**config.mk**
```make
export PLATFORM = sky130hd
export DESIGN_NAME = cam_blob_decoder
export DESIGN_NICKNAME = d
export VERILOG_FILES = /design/src/rtl/cam_blob_decoder.sv
export SDC_FILE = /design/constraint.sdc
export NUM_CORES = 1
export LEC_CHECK = 0
export BUFFER_PORTS_ARGS = -buffer_cell sky130_fd_sc_hd__buf_4
export CORE_ASPECT_RATIO = 1.25
export CORE_MARGIN = 2
export CORE_UTILIZATION = 40
export CTS_CLUSTER_SIZE = 28
export DETAILED_ROUTE_END_ITERATION = 10
export HOLD_SLACK_MARGIN = 0.05
export SYNTH_ARGS = -nofsm -noshare
export SYNTH_HDL_FRONTEND = slang
export SYNTH_SLANG_ARGS = --single-unit
export TNS_END_PERCENT = 5
```
**constraint.sdc**
```tcl
create_clock -name clk -period 3.49 [get_ports clk]
set_input_delay 0.1745 -clock clk [delete_from_list [all_inputs] [get_ports clk]]
set_output_delay 0.1745 -clock clk [all_outputs]
set_load 0.01 [all_outputs]
```
**src/rtl/cam_blob_decoder.sv**
```systemverilog
// cam_blob_decoder: assembles 3-byte camera blob packets into X/Y/size and flags lost blobs.
// Define CAM_BLOB_SMOOTH_EN to output the running mean of the last 4 valid X/Y samples.
module cam_blob_decoder #(
    parameter int unsigned TIMEOUT_CYCLES = 1000000
) (
    input  logic       clk,
    input  logic       reset,
    input  logic [7:0] byte_in,
    input  logic       byte_valid,
    input  logic       frame_start,
    output logic [9:0] x_out,
    output logic [9:0] y_out,
    output logic [3:0] size_out,
    output logic       valid_out,
    output logic       blob_present
);

    localparam int unsigned CW      = $clog2(TIMEOUT_CYCLES + 1);
    localparam logic [9:0]  Y_MAX   = 10'd767;
    localparam logic [9:0]  NO_BLOB = 10'd1023;

    typedef enum logic [1:0] {
        WAIT_B0,
        WAIT_B1,
        WAIT_B2,
        DONE
    } state_e;

    state_e        state_q;
    logic [7:0]    b0_q;
    logic [7:0]    b1_q;
    logic [CW-1:0] cnt_q;
    logic [9:0]    x_q;
    logic [9:0]    y_q;
    logic [3:0]    size_q;
    logic          valid_q;
    logic          present_q;

    logic          pkt_done_c;
    logic          blob_ok_c;
    logic          timeout_c;
    logic [9:0]    asm_x_c;
    logic [9:0]    asm_y_c;
    logic [9:0]    out_x_c;
    logic [9:0]    out_y_c;

    // A frame_start in the same cycle as byte2 restarts the packet instead of completing it.
    always_comb begin
        asm_x_c    = {byte_in[5:4], b0_q};
        asm_y_c    = {byte_in[7:6], b1_q};
        pkt_done_c = (state_q == WAIT_B2) && byte_valid && !frame_start;
        blob_ok_c  = (asm_y_c <= Y_MAX);
        timeout_c  = !pkt_done_c && present_q && (cnt_q == CW'(TIMEOUT_CYCLES - 1));
    end

`ifdef CAM_BLOB_SMOOTH_EN
    // Three previous samples plus the incoming one form the 4-sample window.
    logic [9:0]  hx_q [3];
    logic [9:0]  hy_q [3];
    logic        hist_q;
    logic [11:0] sum_x_c;
    logic [11:0] sum_y_c;

    always_comb begin
        sum_x_c = {asm_x_c, 2'b00};
        sum_y_c = {asm_y_c, 2'b00};
        if (hist_q) begin
            sum_x_c = 12'(asm_x_c) + 12'(hx_q[0]) + 12'(hx_q[1]) + 12'(hx_q[2]);
            sum_y_c = 12'(asm_y_c) + 12'(hy_q[0]) + 12'(hy_q[1]) + 12'(hy_q[2]);
        end
        out_x_c = sum_x_c[11:2];
        out_y_c = sum_y_c[11:2];
    end

    // First sample after an empty history fills every slot with itself.
    always_ff @(posedge clk or negedge reset) begin
        if (!reset) begin
            hist_q <= 1'b0;
            for (int i = 0; i < 3; i++) begin
                hx_q[i] <= '0;
                hy_q[i] <= '0;
            end
        end else if (pkt_done_c && blob_ok_c) begin
            hist_q  <= 1'b1;
            hx_q[0] <= asm_x_c;
            hy_q[0] <= asm_y_c;
            hx_q[1] <= hist_q ? hx_q[0] : asm_x_c;
            hy_q[1] <= hist_q ? hy_q[0] : asm_y_c;
            hx_q[2] <= hist_q ? hx_q[1] : asm_x_c;
            hy_q[2] <= hist_q ? hy_q[1] : asm_y_c;
        end else if (pkt_done_c || timeout_c) begin
            hist_q <= 1'b0;
            for (int i = 0; i < 3; i++) begin
                hx_q[i] <= '0;
                hy_q[i] <= '0;
            end
        end
    end
`else
    always_comb begin
        out_x_c = asm_x_c;
        out_y_c = asm_y_c;
    end
`endif

    // Packet FSM, output registers and loss timeout.
    always_ff @(posedge clk or negedge reset) begin
        if (!reset) begin
            state_q   <= WAIT_B0;
            b0_q      <= '0;
            b1_q      <= '0;
            cnt_q     <= '0;
            x_q       <= NO_BLOB;
            y_q       <= NO_BLOB;
            size_q    <= '0;
            valid_q   <= 1'b0;
            present_q <= 1'b0;
        end else begin
            valid_q <= 1'b0;

            if (frame_start) begin
                if (byte_valid) begin
                    b0_q    <= byte_in;
                    state_q <= WAIT_B1;
                end else begin
                    state_q <= WAIT_B0;
                end
            end else if (byte_valid) begin
                case (state_q)
                    WAIT_B0: begin
                        b0_q    <= byte_in;
                        state_q <= WAIT_B1;
                    end
                    WAIT_B1: begin
                        b1_q    <= byte_in;
                        state_q <= WAIT_B2;
                    end
                    WAIT_B2: state_q <= DONE;
                    default: state_q <= DONE;
                endcase
            end

            if (pkt_done_c || timeout_c) begin
                valid_q <= 1'b1;
                cnt_q   <= '0;
                if (pkt_done_c && blob_ok_c) begin
                    x_q       <= out_x_c;
                    y_q       <= out_y_c;
                    size_q    <= byte_in[3:0];
                    present_q <= 1'b1;
                end else begin
                    x_q       <= NO_BLOB;
                    y_q       <= NO_BLOB;
                    size_q    <= '0;
                    present_q <= 1'b0;
                end
            end else if (cnt_q != CW'(TIMEOUT_CYCLES)) begin
                cnt_q <= cnt_q + CW'(1);
            end
        end
    end

    assign x_out        = x_q;
    assign y_out        = y_q;
    assign size_out     = size_q;
    assign valid_out    = valid_q;
    assign blob_present = present_q;

endmodule
```
==> run summary <==
STATUS
--------------------------------------------------------------------------------
Outcome                                                             finished clean

GRT
--------------------------------------------------------------------------------
Grt total ovfl                                                                 0
Number of antenna violations at the first check in global routing              0
M3 GR Usage                                                                2.91%
Pin count of the biggest net entering global routing                          65
Met1 Use GR                                                                19.4%
Via count of the first global-routing pass                                  1887
GRT Overall Usage                                                          16.1%
First-pass GRT wire length                                               9130 um
Layer with the highest usage after global routing                           met2
Fraction of met2 tracks used by global routing                             27.2%

LAYOUT
--------------------------------------------------------------------------------
Number of nets in the layout                                                 275
Most frequent cells in the layout                                   dfrtp_1, buf_4, o22a_1, nor2_1, dfstp_2
Inserted Diodes                                                                0
Fraction of layout instances using a drive strength above 1                36.5%
Most common cell after layout, fill and taps aside                       dfrtp_1
Layout area overhead                                                       20.6%
Total of fill cells in the finished design                                   580
Area occupied by multi-input gates                                      1010 um2
Storage cell area                                                       1630 um2

CRITICAL PATH
--------------------------------------------------------------------------------
Slowest Stage Delay on Critical Path                                     0.78 ns
Worst Reg2Reg Path Length in Cells                                             6
Max stage delay cell, worst path                                          or4b_2
Maximum fanout count along the critical path                                  38
R2R setup slack                                                          0.84 ns
Kind of end point of the critical path                                  register
Data required time of the worst path                                     3.78 ns
Worst flop-to-flop path endpoint                                        y_out[8]
Sort of element at the start of the critical path                       register
Reg-to-reg startpoint                                                   cnt_q[0]
Type of the worst setup path                                        register to register
Ordered list of cells on the worst path                             ha_1 -> nand3_1 -> or4b_2 -> o21a_4 -> clkinv_2 -> o22a_1
Arrival time at the worst endpoint                                       2.94 ns

JOB
--------------------------------------------------------------------------------
Max cap viols                                                                  0

POWER AND IR DROP
--------------------------------------------------------------------------------
PwrDens                                                               674 nW/um2
Share of power burned in the clock network                                 29.3%
P_int                                                                  0.00159 W
Switching fraction of total power                                          28.1%
Combinational fraction of design power                                     21.3%
Worst VDD drop                                                        0.000350 V
Leakage                                                                  1.37 nW
Sequential share of power                                                  49.4%
Switching Power                                                       0.000622 W

SYNTH
--------------------------------------------------------------------------------
EDFF count, synth                                                              0
Post-synthesis sequential area ratio                                       59.7%
Share of synthesized cell area in and, or, nand and nor gates              12.5%
Syn nets                                                                     233
Cell types with the largest area share after synthesis              dfrtp_1, dfstp_2, mux2_2, o22a_1, xnor2_1
Post-synthesis cell type count                                                41
Async set-reset flop share out of synthesis                                 100%
Post-Synthesis Cell Area                                                2730 um2
Flip-flop cell with the highest count after synthesis                    dfrtp_1
Synth Area in Adders                                                      0.918%
Gate Count Post-Synth                                                        219
Largest area contributor in the netlist                                  dfrtp_1
Area share of the largest cell type after synthesis                        40.4%
Per-instance average area after synthesis                               12.4 um2
FF+latch count, synth                                                         64
Combinational family with the most area after synthesis             simple AND/OR/NAND/NOR gates
Mux contribution to synthesized area                                       6.61%
Xor and xnor fraction of the mapped netlist area                           4.50%
Number of warnings issued by yosys                                             0
Share of the synthesized area in compound gates (AO/OA/AOI/OAI)            12.1%

TIMING
--------------------------------------------------------------------------------
Number of max-slew violations in the final report                              0
Achievable frequency                                                     377 MHz
Final hold violation count                                                     0
Worst Setup Slack, final                                                0.837 ns
Min Clock Period, post-route                                             2.65 ns
Worst slew slack as a fraction of its limit                                43.6%
Final setup violating endpoints                                                0
Fin crit share                                                             76.0%
RSZ-0062 raised after global routing                                       false
Actual transition at the worst max-transition pin                       0.840 ns
Maximum clock skew at final layout                                    0.00823 ns
Total Neg Setup Slack                                                       0 ns

CLOCK TREE
--------------------------------------------------------------------------------
CTS sink cnt                                                                  64
H-tree level count                                                             3
Post-CTS Setup Repair Bufs                                                     0
Post-CTS Resized                                                               0
Largest buffer count on any clock path                                         2
Clock-pin transition on the worst setup and hold timing paths            0.07 ns
CTS Hold Buffers Added                                                         2
Number of buffers added by the clock tree synthesis step                       9
Clock tree from TritonCTS                                                    yes
Master cell of the clock root buffer                                    clkbuf_8
Clock latency reported for the late side of the worst-skew pair          0.34 ns

ROUTE
--------------------------------------------------------------------------------
Ratio of routed vias to standard cells                                      5.26
Final WL                                                                 5520 um
Number of iterations in the first detailed-routing pass                        4
Remaining routing DRC violations                                               0
Vias post-DR                                                                1857
Drt initial violations                                                       110
Final routed wire length divided by cell count                           15.6 um
Remaining antenna violation count after routing                                0

FLOORPLANNING
--------------------------------------------------------------------------------
Count of boundary I/O pins                                                    38
Number of placement rows                                                      33
Die outline height                                                       96.3 um
Die Footprint                                                           7490 um2
Area of the core                                                        6570 um2
Effective utilization at floorplan                                         41.5%
Die span in x                                                            77.8 um

WORST HOLD PATH
--------------------------------------------------------------------------------
Worst min-delay path category                                       input pin to register
Worst hold path endpoint                                                x_out[9]
Worst Hold Depth                                                               2
HP Start                                                              byte_in[5]

PLACE
--------------------------------------------------------------------------------
Final Wtd Congestion                                                       0.861
Quantity of I/O buffers inserted on ports                                     37
Half-perimeter wire length after detailed placement                      3630 um
Setup slack after placement                                             0.859 ns

[flip-flops by register name, summed over array words and instances, names as in the netlist]
name and flops:
b0_q 8, b1_q 8, blob_present 1, cnt_q 20
size_out 4, state_q 2, valid_out 1, x_out 10
y_out 10
[critical path: cells and delay by family, from the launching register on]
kind / cells / cell delay (ns)
compound gates: 2 / 0.50
simple gates: 2 / 1.07
fa+ha+maj: 1 / 0.20
flops: 1 / 0.42
buf+inv: 1 / 0.40
[worst max path at each step]
stage,cells after the start,startpoint,to
2_1_floorplan,8,cnt_q[0],cnt_q[10]
3_3_place_gp,6,cnt_q[0],y_out[8]
3_5_place_dp,6,cnt_q[0],y_out[8]
4_1_cts,6,cnt_q[0],y_out[8]
5_1_grt,6,cnt_q[0],y_out[8]
6_report,6,cnt_q[0],y_out[8]
[stage by stage]
stage	utilization, %	instances	total power, W	area [um2]	hold slack, ns
floorplan	-	219	0.00135	2730	-0.121
global placement	46.6	335	0.00157	3060	0.315
detailed placement	46.6	335	0.00158	3060	0.314
CTS	50.1	353	0.00224	3290	0.0533
global route	50.1	353	0.00234	3290	0.0674
finish	50.1	353	0.00221	3290	0.0569
[power by group through the flow]
stage                     clock (W)  combinational [W]  sequential [W]
after floorplan                   0           0.000232         0.00112
after global placement            0           0.000471         0.00110
after detailed placement          0           0.000480         0.00110
after CTS                  0.000664           0.000482         0.00109
after global routing       0.000691           0.000531         0.00112
final                      0.000650           0.000472         0.00109
[layer usage]
| metal | wire length [um] | part of all wire, % |
|---|---|---|
| met4 | 126 | 2.3 |
| met2 | 2670 | 48 |
| met1 | 2530 | 46 |
| met3 | 187 | 3.4 |
| met5 | 0 | 0 |
[layout make-up]
class                      count  share of cell area [%]
clock buffer                  10                    4.19
clock inverter                 6                    2.06
inverter                       9                    1.07
multi-input combinational    137                    30.6
sequential                    64                    49.5
tap                           87                    3.31
timing repair buffer          40                    9.29
[cell families after synthesis]
group / count (synthesis)
flops: 64
fa+ha+maj: 2
simple gates: 62
mux: 16
xor+xnor: 14
compound gates: 43
buf+inv: 18
[synthesized netlist by cell type, types with 3 or more instances]
master and count:
nor4_1 4, dfstp_2 20, o21ai_0 4, nand2_1 6
xnor2_1 13, nand3_1 6, nor2_1 20, inv_1 8
o22a_1 20, clkbuf_1 5, nand4_1 4, a21oi_1 8
dfrtp_1 44, nor3_1 4, a22o_1 4, or3_1 3
mux2_2 16
Note: power is estimated with default switching activity, not from simulation.
